==> src/rtl/pipe_stage_pkg.sv <==
// Shared types and default payload widths
// for the generic pipeline stage register.
package pipe_stage_pkg;

  typedef enum logic [1:0] {
    EMPTY = 2'd0,
    ONE   = 2'd1,
    FULL  = 2'd2
  } pipe_state_t;

  localparam int unsigned IFID_W  = 64;
  localparam int unsigned IDEX_W  = 160;
  localparam int unsigned EXMEM_W = 160;
  localparam int unsigned MEMWB_W = 160;

endpackage

==> src/rtl/pipe_stage.sv <==
// Generic valid/ready pipeline register with flush,
// optional skid buffer, sticky halt and stall counter.
module pipe_stage
  import pipe_stage_pkg::*;
#(
  parameter int unsigned WIDTH    = MEMWB_W,
  parameter bit          SKID     = 1'b1,
  parameter int unsigned HALT_BIT = 0,
  parameter int unsigned CNTW     = 16
) (
  input  logic             CLK,
  input  logic             RST,
  input  logic             in_valid,
  output logic             in_ready,
  input  logic [WIDTH-1:0] in_data,
  input  logic             flush,
  output logic             out_valid,
  input  logic             out_ready,
  output logic [WIDTH-1:0] out_data,
  output logic             halted,
  output logic [CNTW-1:0]  stall_cnt
);

  logic             accept;
  logic             emit;
  logic             ov;
  logic             rdy;
  logic [WIDTH-1:0] od;

  logic             halted_q;
  logic             halted_d;
  logic [CNTW-1:0]  stall_q;
  logic [CNTW-1:0]  stall_d;

  assign accept    = in_valid & rdy;
  assign emit      = ov & out_ready;
  assign in_ready  = rdy;
  assign out_valid = ov;
  assign out_data  = od;
  assign halted    = halted_q;
  assign stall_cnt = stall_q;

  // Halt is sticky; stall counter saturates
  always_comb begin
    halted_d = halted_q | (emit & od[HALT_BIT]);
    stall_d  = stall_q;
    if (ov && !out_ready && (stall_q != {CNTW{1'b1}}))
      stall_d = stall_q + 1'b1;
  end

  // Status registers, cleared only by reset
  always_ff @(posedge CLK or posedge RST) begin
    if (RST) begin
      halted_q <= 1'b0;
      stall_q  <= '0;
    end else begin
      halted_q <= halted_d;
      stall_q  <= stall_d;
    end
  end

  if (SKID) begin : g_skid
    pipe_state_t      state_q;
    pipe_state_t      state_d;
    logic [WIDTH-1:0] m_q;
    logic [WIDTH-1:0] m_d;
    logic [WIDTH-1:0] s_q;
    logic [WIDTH-1:0] s_d;
    logic             rdy_q;
    logic             rdy_d;

    assign ov  = (state_q != EMPTY);
    assign od  = m_q;
    assign rdy = rdy_q;

    // Occupancy transitions; flush overrides all
    always_comb begin
      state_d = state_q;
      m_d     = m_q;
      s_d     = s_q;
      if (flush) begin
        state_d = EMPTY;
      end else begin
        case (state_q)
          EMPTY: begin
            if (accept) begin
              state_d = ONE;
              m_d     = in_data;
            end
          end
          ONE: begin
            if (accept && !emit) begin
              state_d = FULL;
              s_d     = in_data;
            end else if (accept && emit) begin
              m_d = in_data;
            end else if (emit) begin
              state_d = EMPTY;
            end
          end
          FULL: begin
            if (emit) begin
              state_d = ONE;
              m_d     = s_q;
            end
          end
          default: state_d = EMPTY;
        endcase
      end
      rdy_d = !halted_d && (state_d != FULL);
    end

    // Skid state, payload and registered ready
    always_ff @(posedge CLK or posedge RST) begin
      if (RST) begin
        state_q <= EMPTY;
        m_q     <= '0;
        s_q     <= '0;
        rdy_q   <= 1'b1;
      end else begin
        state_q <= state_d;
        m_q     <= m_d;
        s_q     <= s_d;
        rdy_q   <= rdy_d;
      end
    end
  end else begin : g_reg
    logic             v_q;
    logic             v_d;
    logic [WIDTH-1:0] d_q;
    logic [WIDTH-1:0] d_d;

    assign ov  = v_q;
    assign od  = d_q;
    assign rdy = !halted_q && (!v_q || out_ready);

    // Single register load/drain; flush overrides
    always_comb begin
      v_d = v_q;
      d_d = d_q;
      if (flush) begin
        v_d = 1'b0;
      end else if (accept) begin
        v_d = 1'b1;
        d_d = in_data;
      end else if (emit) begin
        v_d = 1'b0;
      end
    end

    // Payload register and valid bit
    always_ff @(posedge CLK or posedge RST) begin
      if (RST) begin
        v_q <= 1'b0;
        d_q <= '0;
      end else begin
        v_q <= v_d;
        d_q <= d_d;
      end
    end
  end

endmodule

==> config.mk <==
export PLATFORM = sky130hd
export DESIGN_NAME = pipe_stage
export DESIGN_NICKNAME = d
export VERILOG_FILES = /design/src/rtl/pipe_stage_pkg.sv /design/src/rtl/pipe_stage.sv
export SDC_FILE = /design/constraint.sdc
export NUM_CORES = 1
export LEC_CHECK = 0
export BUFFER_PORTS_ARGS = -buffer_cell sky130_fd_sc_hd__buf_2
export CAP_MARGIN = 20
export CORE_ASPECT_RATIO = 1.25
export CORE_UTILIZATION = 50
export CTS_BUF_LIST = sky130_fd_sc_hd__clkbuf_2
export CTS_CLUSTER_SIZE = 28
export DETAILED_ROUTE_END_ITERATION = 8
export HOLD_SLACK_MARGIN = 0.05
export PLACE_DENSITY = 0.74
export RECOVER_POWER = 50
export REMOVE_ABC_BUFFERS = 1
export SETUP_SLACK_MARGIN = 0.15
export SLEW_MARGIN = 30
export SYNTH_ARGS = -nofsm -noshare
export SYNTH_HDL_FRONTEND = slang
export SYNTH_SLANG_ARGS = --single-unit
==> constraint.sdc <==
create_clock -name CLK -period 11.1 [get_ports CLK]
set_input_delay 2.22 -clock CLK [delete_from_list [all_inputs] [get_ports CLK]]
set_output_delay 2.22 -clock CLK [all_outputs]
set_load 0.005 [all_outputs]
==> impl_metrics.py, run 1 <==
metrics = {
    "placement": {
        "hpwl_um": 21400,
        "dp.cells": 1953,
        "place_congestion": 0.778,
        "place_ws_ps": 6630,
        "port_buffers": 343,
    },
    "drt": {
        "avgViaCountPerCell": 5.06,
        "routed_wl_um": 33800,
        "vias": 10632,
        "dr.pass1.iters": 4,
        "post-route-drc-count": 0,
        "drt_iter0_markers": 458,
        "wl_per_cell_um": 16.1,
        "antenna_left": 0,
    },
    "cells_and_area": {
        "nNetsFinal": 1817,
        "multi_input_area_um2": 5890,
        "drive_above_1_share": 0.457,
        "stdcell_count": 2102,
        "syn2layout_area_growth_pct": 18.7,
        "fillers": 2391,
        "seq_area_um2": 8510,
        "fin_util": 0.610,
    },
    "worst_setup_path": {
        "crit_arrival_ps": 6890,
        "cp-end-kind": "flip-flop",
        "crit_required_ps": 11860,
        "crit_type": "input port to flip-flop",
        "crit_fanout": 74,
        "start_kind": "input port",
    },
    "outcome": {
        "violations": "capacitance limit, slew limit",
        "status": "finished, violations left",
    },
    "clocking": {
        "cts.sinks": 340,
        "clockRootBuffer": "clkbuf_2",
        "cts_max_level": 3,
        "hold_buffers": 0,
        "cts_resized": 0,
        "post-cts-setup-buffer-count": 0,
        "numCtsBuffers": 83,
        "path_clk_slew_ps": 100,
        "cts.path.max_buffers": 3,
        "insertion_delay_ps": 870,
        "cts_tree": "done",
    },
    "sta": {
        "finalSetupTns_ps": 0,
        "fin_crit_sh": 0.551,
        "slew-limit-headroom": -2.28,
        "clock_skew_ps": 37.4,
        "hold_violations": 0,
        "final-max-slew-violation-count": 257,
        "whs_ps": 483,
        "setup_ws_ps": 4980,
        "rsz0062_at_grt": "no",
        "setup_viol": 0,
        "tightest_slew_ps": 4890,
        "fin_crit_ps": 6120,
        "fmax_mhz": 163,
    },
    "synth": {
        "yosysMostFrequentCell": "nand2_1",
        "synth_edf_count": 0,
        "seq_area_frac_synth": 0.576,
        "synth_common_cells": "485 x nand2_1, 339 x dfrtp_1, 291 x mux2_2",
        "synthCells": 1281,
        "syn_avg_cell_area_um2": 11.5,
        "syn_area_um2": 14800,
        "synth_top_area_share": 0.575,
        "async_flop_share": 1.00,
        "synth_area_leaders": "dfrtp_1 57%, mux2_2 22%, nand2_1 12%, mux2_1 2.3%, buf_2 0.88%",
        "yosysTopAreaCell": "dfrtp_1",
        "ys_seq_elements": 340,
        "synth_cell_type_count": 35,
        "synthFlopType": "dfrtp_1",
        "ys_warn_count": 0,
    },
    "global_route": {
        "grt_first_pass_wirelength_um": 55400,
        "grt_pass1_vias": 11359,
        "gr-total-overflow": 0,
        "grtUsageTotal": 0.229,
        "antenna_found_initial": 5,
        "grt_max_degree": 178,
    },
    "flow_run": {
        "cap_violations": 3,
    },
    "floorplan": {
        "io_pins": 344,
        "die_x_um": 156,
        "die_area_um2": 30200,
        "initial_core_util": 0.513,
        "die_h_um": 194,
        "row_count": 69,
        "core_um2": 28700,
    },
    "power": {
        "p_leak_uw": 0.00932,
        "irDropWorstVdd_uv": 133,
        "power_density_nw_per_um2": 224,
    },
    "worst_hold_path": {
        "hold_class": "flip-flop to flip-flop",
    },
}
-- final cells by class --
| cell class | count | share of cell area |
|---|---|---|
| inverter | 2 | 0.000500 |
| multi-input combinational | 869 | 0.336 |
| clock buffer | 123 | 0.0351 |
| tap | 390 | 0.0278 |
| timing repair buffer | 355 | 0.107 |
| clock inverter | 19 | 0.00714 |
| sequential | 340 | 0.486 |
| antenna | 4 | 0.000571 |
-- state kept, by name (all words and copies together) (netlist names) --
register / flops
g_skid.s_q: 160
g_skid.state_q: 2
halted: 1
in_ready: 1
out_data: 160
stall_cnt: 16
-- where the power goes --
| group | switching [µW] | leakage [µW] | internal [µW] | total [µW] |
|---|---|---|---|---|
| Sequential | 279 | 0.00426 | 1770 | 2050 |
| Clock | 478 | 0.000576 | 338 | 815 |
| Combinational | 415 | 0.00448 | 640 | 1050 |
-- cell families (layout without fill, tap and decap cells) --
kind of cell               count (synthesis)  count (layout)  synth area share
AOI/OAI and AO/OA                          5               5           0.00331
xor gates and xnor gates                  16              16           0.00949
adders and majority gates                  1               1          0.000847
buffers and inverters                     72             499            0.0233
DFF                                      340             340             0.576
muxes                                    321             321             0.245
other                                      0               4                 0
and+or+nand+nor                          526             526             0.142
-- stage by stage --
step	power, µW	cell area [µm²]
2_1_floorplan	2610	14400
3_3_place_gp	3070	16700
3_5_place_dp	3140	16800
4_1_cts	3980	17500
5_1_grt	4190	17500
6_report	3920	17500
-- cell usage in the layout (no fill, tap or decap), types with 3 or more instances in the layout --
cell and instances:
nand2_1 485, buf_2 342, dfrtp_1 339, mux2_2 291
clkbuf_2 123, mux2_1 30, xor2_1 14, clkinv_1 13
nor3_1 7, nor2_1 6, nor4_1 6, nand3_1 5
diode_2 4, nand4_1 3, or2_2 3, inv_2 3
clkbuf_1 3, buf_6 3, buf_4 3
-- path summary, 6_finish.rpt --
path | to | startpoint | depth (start not counted) | slack [ps]
min in group asynchronous | out_data[0]$_DFFE_PP0P_ | RST | 2 | 2810
hold / removal | out_data[92]$_DFFE_PP0P_ | out_data[92]$_DFFE_PP0P_ | 1 | 480
max in group asynchronous | g_skid.s_q[78]$_DFFE_PP0P_ | RST | 3 | 5930
setup reg to reg | g_skid.s_q[28]$_DFFE_PP0P_ | g_skid.state_q[1]$_DFF_PP0_ | 4 | 5950
hold reg to reg | out_data[92]$_DFFE_PP0P_ | out_data[92]$_DFFE_PP0P_ | 1 | 480
setup / recovery | g_skid.s_q[28]$_DFFE_PP0P_ | out_ready | 5 | 4980
-- metal layers --
metal,GRT usage,part of all wire,vias up
li1,-,-,5039
met1,0.257,0.40,5205
met2,0.394,0.51,316
met3,0.0722,0.065,68
met4,0.106,0.031,4
met5,0,0.00059,-
-- critical path, cell delays in order --
cell	delay [ps]
clkbuf_1	210
nor2_1	80
nand3_1	650
clkbuf_1	3050
mux2_2	610
Power figures use the tool's default switching activity.
==> inputs of run 2 (changes only) <==
--- a/config.mk
+++ b/config.mk
@@ -8,12 +8,12 @@
 export BUFFER_PORTS_ARGS = -buffer_cell sky130_fd_sc_hd__buf_2
 export CAP_MARGIN = 20
 export CORE_ASPECT_RATIO = 1.25
-export CORE_UTILIZATION = 50
+export CORE_UTILIZATION = 56
 export CTS_BUF_LIST = sky130_fd_sc_hd__clkbuf_2
 export CTS_CLUSTER_SIZE = 28
 export DETAILED_ROUTE_END_ITERATION = 8
 export HOLD_SLACK_MARGIN = 0.05
-export PLACE_DENSITY = 0.74
+export PLACE_DENSITY = 0.79
 export RECOVER_POWER = 50
 export REMOVE_ABC_BUFFERS = 1
 export SETUP_SLACK_MARGIN = 0.15
==> constraint.sdc (replaced) <==
create_clock -name CLK -period 6.3 [get_ports CLK]
set_input_delay 1.26 -clock CLK [delete_from_list [all_inputs] [get_ports CLK]]
set_output_delay 1.26 -clock CLK [all_outputs]
set_load 0.005 [all_outputs]
==> impl_metrics.py, run 2 (same netlist as run 1, synthesis figures left out) <==
metrics = {
    "outcome": {
        "status": "finished, violations left",
        "violations": "capacitance limit, slew limit",
    },
    "sta": {
        "tightest_slew_ps": 2840,
        "fin_crit_sh": 0.632,
        "hold_violations": 0,
        "fin_crit_ps": 3980,
        "setup_ws_ps": 2320,
        "finalSetupTns_ps": 0,
        "rsz0062_at_grt": "no",
        "fmax_mhz": 251,
        "slew-limit-headroom": -0.895,
        "setup_viol": 0,
        "clock_skew_ps": 45.9,
        "final-max-slew-violation-count": 141,
    },
    "clocking": {
        "cts_tree": "done",
        "hold_buffers": 0,
        "clockRootBuffer": "clkbuf_2",
        "numCtsBuffers": 81,
        "cts.path.max_buffers": 3,
        "cts_max_level": 3,
        "cts.sinks": 340,
        "path_clk_slew_ps": 100,
        "cts_resized": 0,
        "insertion_delay_ps": 870,
        "post-cts-setup-buffer-count": 0,
    },
    "placement": {
        "hpwl_um": 21800,
        "dp.cells": 1903,
        "place_ws_ps": 2740,
        "port_buffers": 343,
        "place_congestion": 0.799,
    },
    "global_route": {
        "grt_first_pass_wirelength_um": 53900,
        "gr-total-overflow": 0,
        "grt_max_degree": 138,
        "antenna_found_initial": 8,
        "grtUsageTotal": 0.252,
        "grt_pass1_vias": 11205,
    },
    "worst_setup_path": {
        "slowest_delay_ps": 1660,
        "r2r_cells": 4,
        "crit_arrival_ps": 4710,
        "start_kind": "flip-flop",
        "cpMaxStageDelayCell": "nand3_1",
        "critPathCapture": "g_skid.s_q[70]$_DFFE_PP0P_",
        "cp_top_family": "simple AND/OR/NAND/NOR gates",
        "crit_required_ps": 7030,
        "crit_fanout": 114,
        "r2r_setup_slack_ps": 2320,
        "crit_type": "flip-flop to flip-flop",
        "cp-end-kind": "flip-flop",
        "critical_path_cell_count": 4,
        "r2r-end": "g_skid.s_q[70]$_DFFE_PP0P_",
        "crit_path_start": "g_skid.state_q[1]$_DFF_PP0_",
        "r2r-start": "g_skid.state_q[1]$_DFF_PP0_",
        "crit_chain": "and3b_1, nand3_1, buf_12, mux2_2",
        "cp_num_buf_inv": 1,
    },
    "floorplan": {
        "die_h_um": 184,
        "row_count": 66,
        "core_um2": 25900,
        "io_pins": 344,
        "die_area_um2": 27000,
        "initial_core_util": 0.569,
        "die_x_um": 147,
    },
    "drt": {
        "wl_per_cell_um": 16.5,
        "avgViaCountPerCell": 5.27,
        "antenna_left": 0,
        "post-route-drc-count": 0,
        "vias": 10777,
        "drt_iter0_markers": 506,
        "dr.pass1.iters": 4,
        "routed_wl_um": 33700,
    },
    "cells_and_area": {
        "final_common_cell": "nand2_1",
        "nNetsFinal": 1814,
        "syn2layout_area_growth_pct": 17.9,
        "drive_above_1_share": 0.454,
        "final_cell_mix": "485 x nand2_1, 342 x buf_2, 339 x dfrtp_1",
        "stdcell_count": 2044,
        "fin_util": 0.671,
    },
    "power": {
        "p_leak_uw": 0.00926,
        "power_density_nw_per_um2": 394,
        "p_total_uw": 6860,
        "irDropWorstVdd_uv": 307,
    },
    "flow_run": {
        "cap_violations": 3,
    },
    "worst_hold_path": {
        "hold_class": "flip-flop to flip-flop",
    },
}
run 2: changes by cell type in the layout (fill, tap and decap cells not counted), sizes merged:
cell	delta
diode	+4
clkinv	-4
clkinvlp	-1
clkbuf	-4
buf	-2
inv	-1
run 2: stage by stage:
stage / area [µm²] / hold slack, ps
floorplan: 14400 / 480
global placement: 16700 / 461
detailed placement: 16700 / 471
CTS: 17400 / 489
global route: 17400 / 507
finish: 17400 / 488
run 2: cell type report:
cell class	instances	area, µm²
flip-flops and latches	340	8510
clock buffers	118	591
multi-input cells	869	5880
clock inverters	13	101
inverters	2	15.0
diodes	8	20.0
well taps	340	425
repair buffers	354	1860
fillers	1973	8530
run 2: layer usage:
metal,share of wire,GRT usage,vias up
met5,0.00071,0,-
met4,0.044,0.138,4
met3,0.067,0.0737,94
met2,0.50,0.430,338
met1,0.39,0.284,5337
li1,-,-,5004
run 2: report_power, final:
part / internal (µW) / switching [µW]
clock: 569 / 822
combinational: 1130 / 740
sequential: 3110 / 487
run 2: how the worst min path moves through the flow:
stage	startpoint	to	slack, ps	depth (start not counted)
global placement	out_data[92]$_DFFE_PP0P_	out_data[92]$_DFFE_PP0P_	460	1
detailed placement	out_data[61]$_DFFE_PP0P_	out_data[61]$_DFFE_PP0P_	470	1
finish	halted$_DFF_PP0_	in_ready$_DFF_PP1_	490	2
floorplan	g_skid.s_q[0]$_DFFE_PP0P_	g_skid.s_q[0]$_DFFE_PP0P_	480	1
global route	stall_cnt[15]$_DFFE_PP0P_	stall_cnt[15]$_DFFE_PP0P_	510	1
CTS	RST	out_data[135]$_DFFE_PP0P_	490	2
run 2: tightest hold or removal path: cells and delay by family (launching register included):
kind,cells,cell delay (ps)
and+or+nand+nor,1,40
DFF,1,350
AOI/OAI and AO/OA,1,110
==> inputs of run 3 (changes only) <==
--- a/config.mk
+++ b/config.mk
@@ -5,6 +5,7 @@
 export SDC_FILE = /design/constraint.sdc
 export NUM_CORES = 1
 export LEC_CHECK = 0
+export ABC_AREA = 1
 export BUFFER_PORTS_ARGS = -buffer_cell sky130_fd_sc_hd__buf_2
 export CAP_MARGIN = 20
 export CORE_ASPECT_RATIO = 1.25
@@ -13,7 +14,7 @@
 export CTS_CLUSTER_SIZE = 28
 export DETAILED_ROUTE_END_ITERATION = 8
 export HOLD_SLACK_MARGIN = 0.05
-export PLACE_DENSITY = 0.79
+export PLACE_DENSITY = 0.78
 export RECOVER_POWER = 50
 export REMOVE_ABC_BUFFERS = 1
 export SETUP_SLACK_MARGIN = 0.15
==> constraint.sdc (replaced) <==
create_clock -name CLK -period 3.8 [get_ports CLK]
set_input_delay 0.76 -clock CLK [delete_from_list [all_inputs] [get_ports CLK]]
set_output_delay 0.76 -clock CLK [all_outputs]
set_load 0.005 [all_outputs]
==> impl_metrics.py, run 3 <==
metrics = {
    "floorplan": {
        "core_um2": 26100,
        "row_count": 66,
        "die_x_um": 148,
        "io_pins": 344,
        "initial_core_util": 0.573,
        "die_area_um2": 27400,
        "die_h_um": 185,
    },
    "global_route": {
        "grt_pass1_vias": 12387,
        "antenna_found_initial": 8,
        "grt_max_degree": 183,
        "gr-total-overflow": 0,
        "grtUsageTotal": 0.276,
        "grt_first_pass_wirelength_um": 60100,
    },
    "worst_setup_path": {
        "start_kind": "input port",
        "crit_fanout": 93,
        "cp-end-kind": "flip-flop",
        "r2r_cells": 7,
        "crit_type": "input port to flip-flop",
        "crit_required_ps": 4580,
        "crit_arrival_ps": 3800,
        "r2r-end": "out_data[140]$_DFFE_PP0P_",
        "r2r-start": "g_skid.state_q[0]$_DFF_PP0_",
        "r2r_setup_slack_ps": 870,
        "crit_path_start": "out_ready",
        "critPathCapture": "out_data[140]$_DFFE_PP0P_",
    },
    "synth": {
        "synth_top_family_by_area": "simple AND/OR/NAND/NOR gates",
        "syn_avg_cell_area_um2": 7.96,
        "synth_mux_area_frac": 0,
        "synth_cell_type_count": 25,
        "seq_area_frac_synth": 0.569,
        "synth_xor_area_frac": 0.00410,
        "synth_compound_area_frac": 0.112,
        "synth_area_leaders": "dfrtp_1 57%, nand2_1 21%, o21ai_0 9.7%, inv_1 4.4%, buf_2 1.7%",
        "ys_warn_count": 0,
        "synth_common_cells": "842 x nand2_1, 339 x dfrtp_1, 289 x o21ai_0",
        "syn_area_um2": 15000,
        "synth_edf_count": 0,
        "yosysMostFrequentCell": "nand2_1",
        "synth_top_area_share": 0.567,
        "ys_seq_elements": 340,
        "synthFlopType": "dfrtp_1",
        "synth_adder_area_share": 0.000836,
        "yosysTopAreaCell": "dfrtp_1",
        "async_flop_share": 1.00,
        "synth_simple_gate_area_frac": 0.233,
        "synthCells": 1879,
    },
    "cells_and_area": {
        "final_common_cell": "nand2_1",
        "final_cell_mix": "842 x nand2_1, 342 x buf_2, 339 x dfrtp_1",
        "syn2layout_area_growth_pct": 16.9,
        "nNetsFinal": 2384,
        "fillers": 2238,
        "drive_above_1_share": 0.215,
    },
    "sta": {
        "rsz0062_at_grt": "no",
        "finalSetupTns_ps": 0,
        "whs_ps": 133,
        "clock_skew_ps": 44.6,
        "tightest_slew_ps": 2400,
        "fin_crit_sh": 0.795,
        "fmax_mhz": 331,
        "slew-limit-headroom": -0.605,
        "final-max-slew-violation-count": 267,
        "hold_violations": 0,
        "fin_crit_ps": 3020,
        "setup_viol": 0,
    },
    "clocking": {
        "clockRootBuffer": "clkbuf_2",
        "insertion_delay_ps": 880,
        "numCtsBuffers": 81,
        "cts_max_level": 3,
        "cts.path.max_buffers": 3,
        "cts_resized": 0,
        "cts.sinks": 340,
        "cts_tree": "done",
        "path_clk_slew_ps": 100,
    },
    "worst_hold_path": {
        "hold_start": "in_data[135]",
        "hold_class": "input port to flip-flop",
    },
    "drt": {
        "drt_iter0_markers": 711,
        "vias": 13156,
        "dr.pass1.iters": 5,
        "wl_per_cell_um": 14.0,
        "antenna_left": 0,
        "post-route-drc-count": 0,
        "avgViaCountPerCell": 5.04,
        "routed_wl_um": 36500,
    },
    "outcome": {
        "status": "finished, violations left",
        "violations": "capacitance limit, slew limit",
    },
    "placement": {
        "hpwl_um": 23600,
        "place_congestion": 0.886,
        "port_buffers": 343,
    },
    "flow_run": {
        "cap_violations": 3,
    },
    "power": {
        "irDropWorstVdd_uv": 339,
        "p_leak_uw": 0.00990,
        "power_density_nw_per_um2": 679,
    },
}
-- run 3: kinds of logic (layout without fill, tap and decap cells) --
group	after synthesis	after routing
adders and majority gates	1	1
DFF	340	340
other	0	7
AOI/OAI and AO/OA	330	330
and+or+nand+nor	917	917
xor gates and xnor gates	7	7
buffers and inverters	284	668
-- run 3: how the worst min path moves through the flow --
stage | end | depth (start not counted)
after floorplan | g_skid.s_q[0]$_DFFE_PP0P_ | 2
after global placement | out_data[50]$_DFFE_PP0P_ | 2
after detailed placement | out_data[120]$_DFFE_PP0P_ | 2
after CTS | g_skid.s_q[14]$_DFFE_PP0P_ | 3
after global routing | g_skid.s_q[122]$_DFFE_PP0P_ | 3
final | g_skid.s_q[135]$_DFFE_PP0P_ | 3
-- run 3: critical path, cell delays in order --
cell and delay (ps):
dlygate4sd3_1 530, buf_2 130, nor2_1 270, a21oi_1 130
nand2_4 100, clkbuf_2 1480, nand2_1 150, nand2_1 170
-- run 3: per-layer routing --
layer	share of wire	GRT usage
met5	0.00074	0
met3	0.068	0.0658
met4	0.036	0.129
met1	0.42	0.359
met2	0.48	0.438
-- run 3: per-stage QoR --
stage / cells / setup slack, ps / total power, µW / utilization / cell area, µm²
floorplan: 1773 / -6380 / 8030 / - / 14400
global placement: 2472 / 1400 / 9520 / 0.643 / 16800
detailed placement: 2473 / 1210 / 9730 / 0.645 / 16800
CTS: 2603 / 1300 / 12000 / 0.670 / 17500
global route: 2607 / 602 / 12800 / 0.670 / 17500
finish: 2610 / 780 / 11900 / 0.670 / 17500
-- run 3: area by class of cell --
cell class | instances | area, µm² | area share
Sequential cell | 340 | 8510 | 0.487
Multi-Input combinational cell | 1255 | 5240 | 0.300
Timing Repair Buffer | 362 | 1960 | 0.112
Inverter | 178 | 679 | 0.0389
Clock buffer | 113 | 566 | 0.0323
Tap cell | 340 | 425 | 0.0243
Clock inverter | 15 | 83.8 | 0.00479
Antenna cell | 7 | 17.5 | 0.00100
-- run 3: power breakdown --
group	leakage, µW	internal (µW)	switching [µW]	total (µW)
sequential	0.00424	5370	978	6350
clock	0.000511	847	1380	2230
combinational	0.00515	1500	1800	3300
total	0.00990	7720	4160	11900
-- run 3: what timing repair did --
item | CTS | global route
endpoints found under the hold margin | 83 | 0
buffers inserted | 0 | 0
hold buffers | 2 | 0
endpoints found under the setup margin | 0 | 0
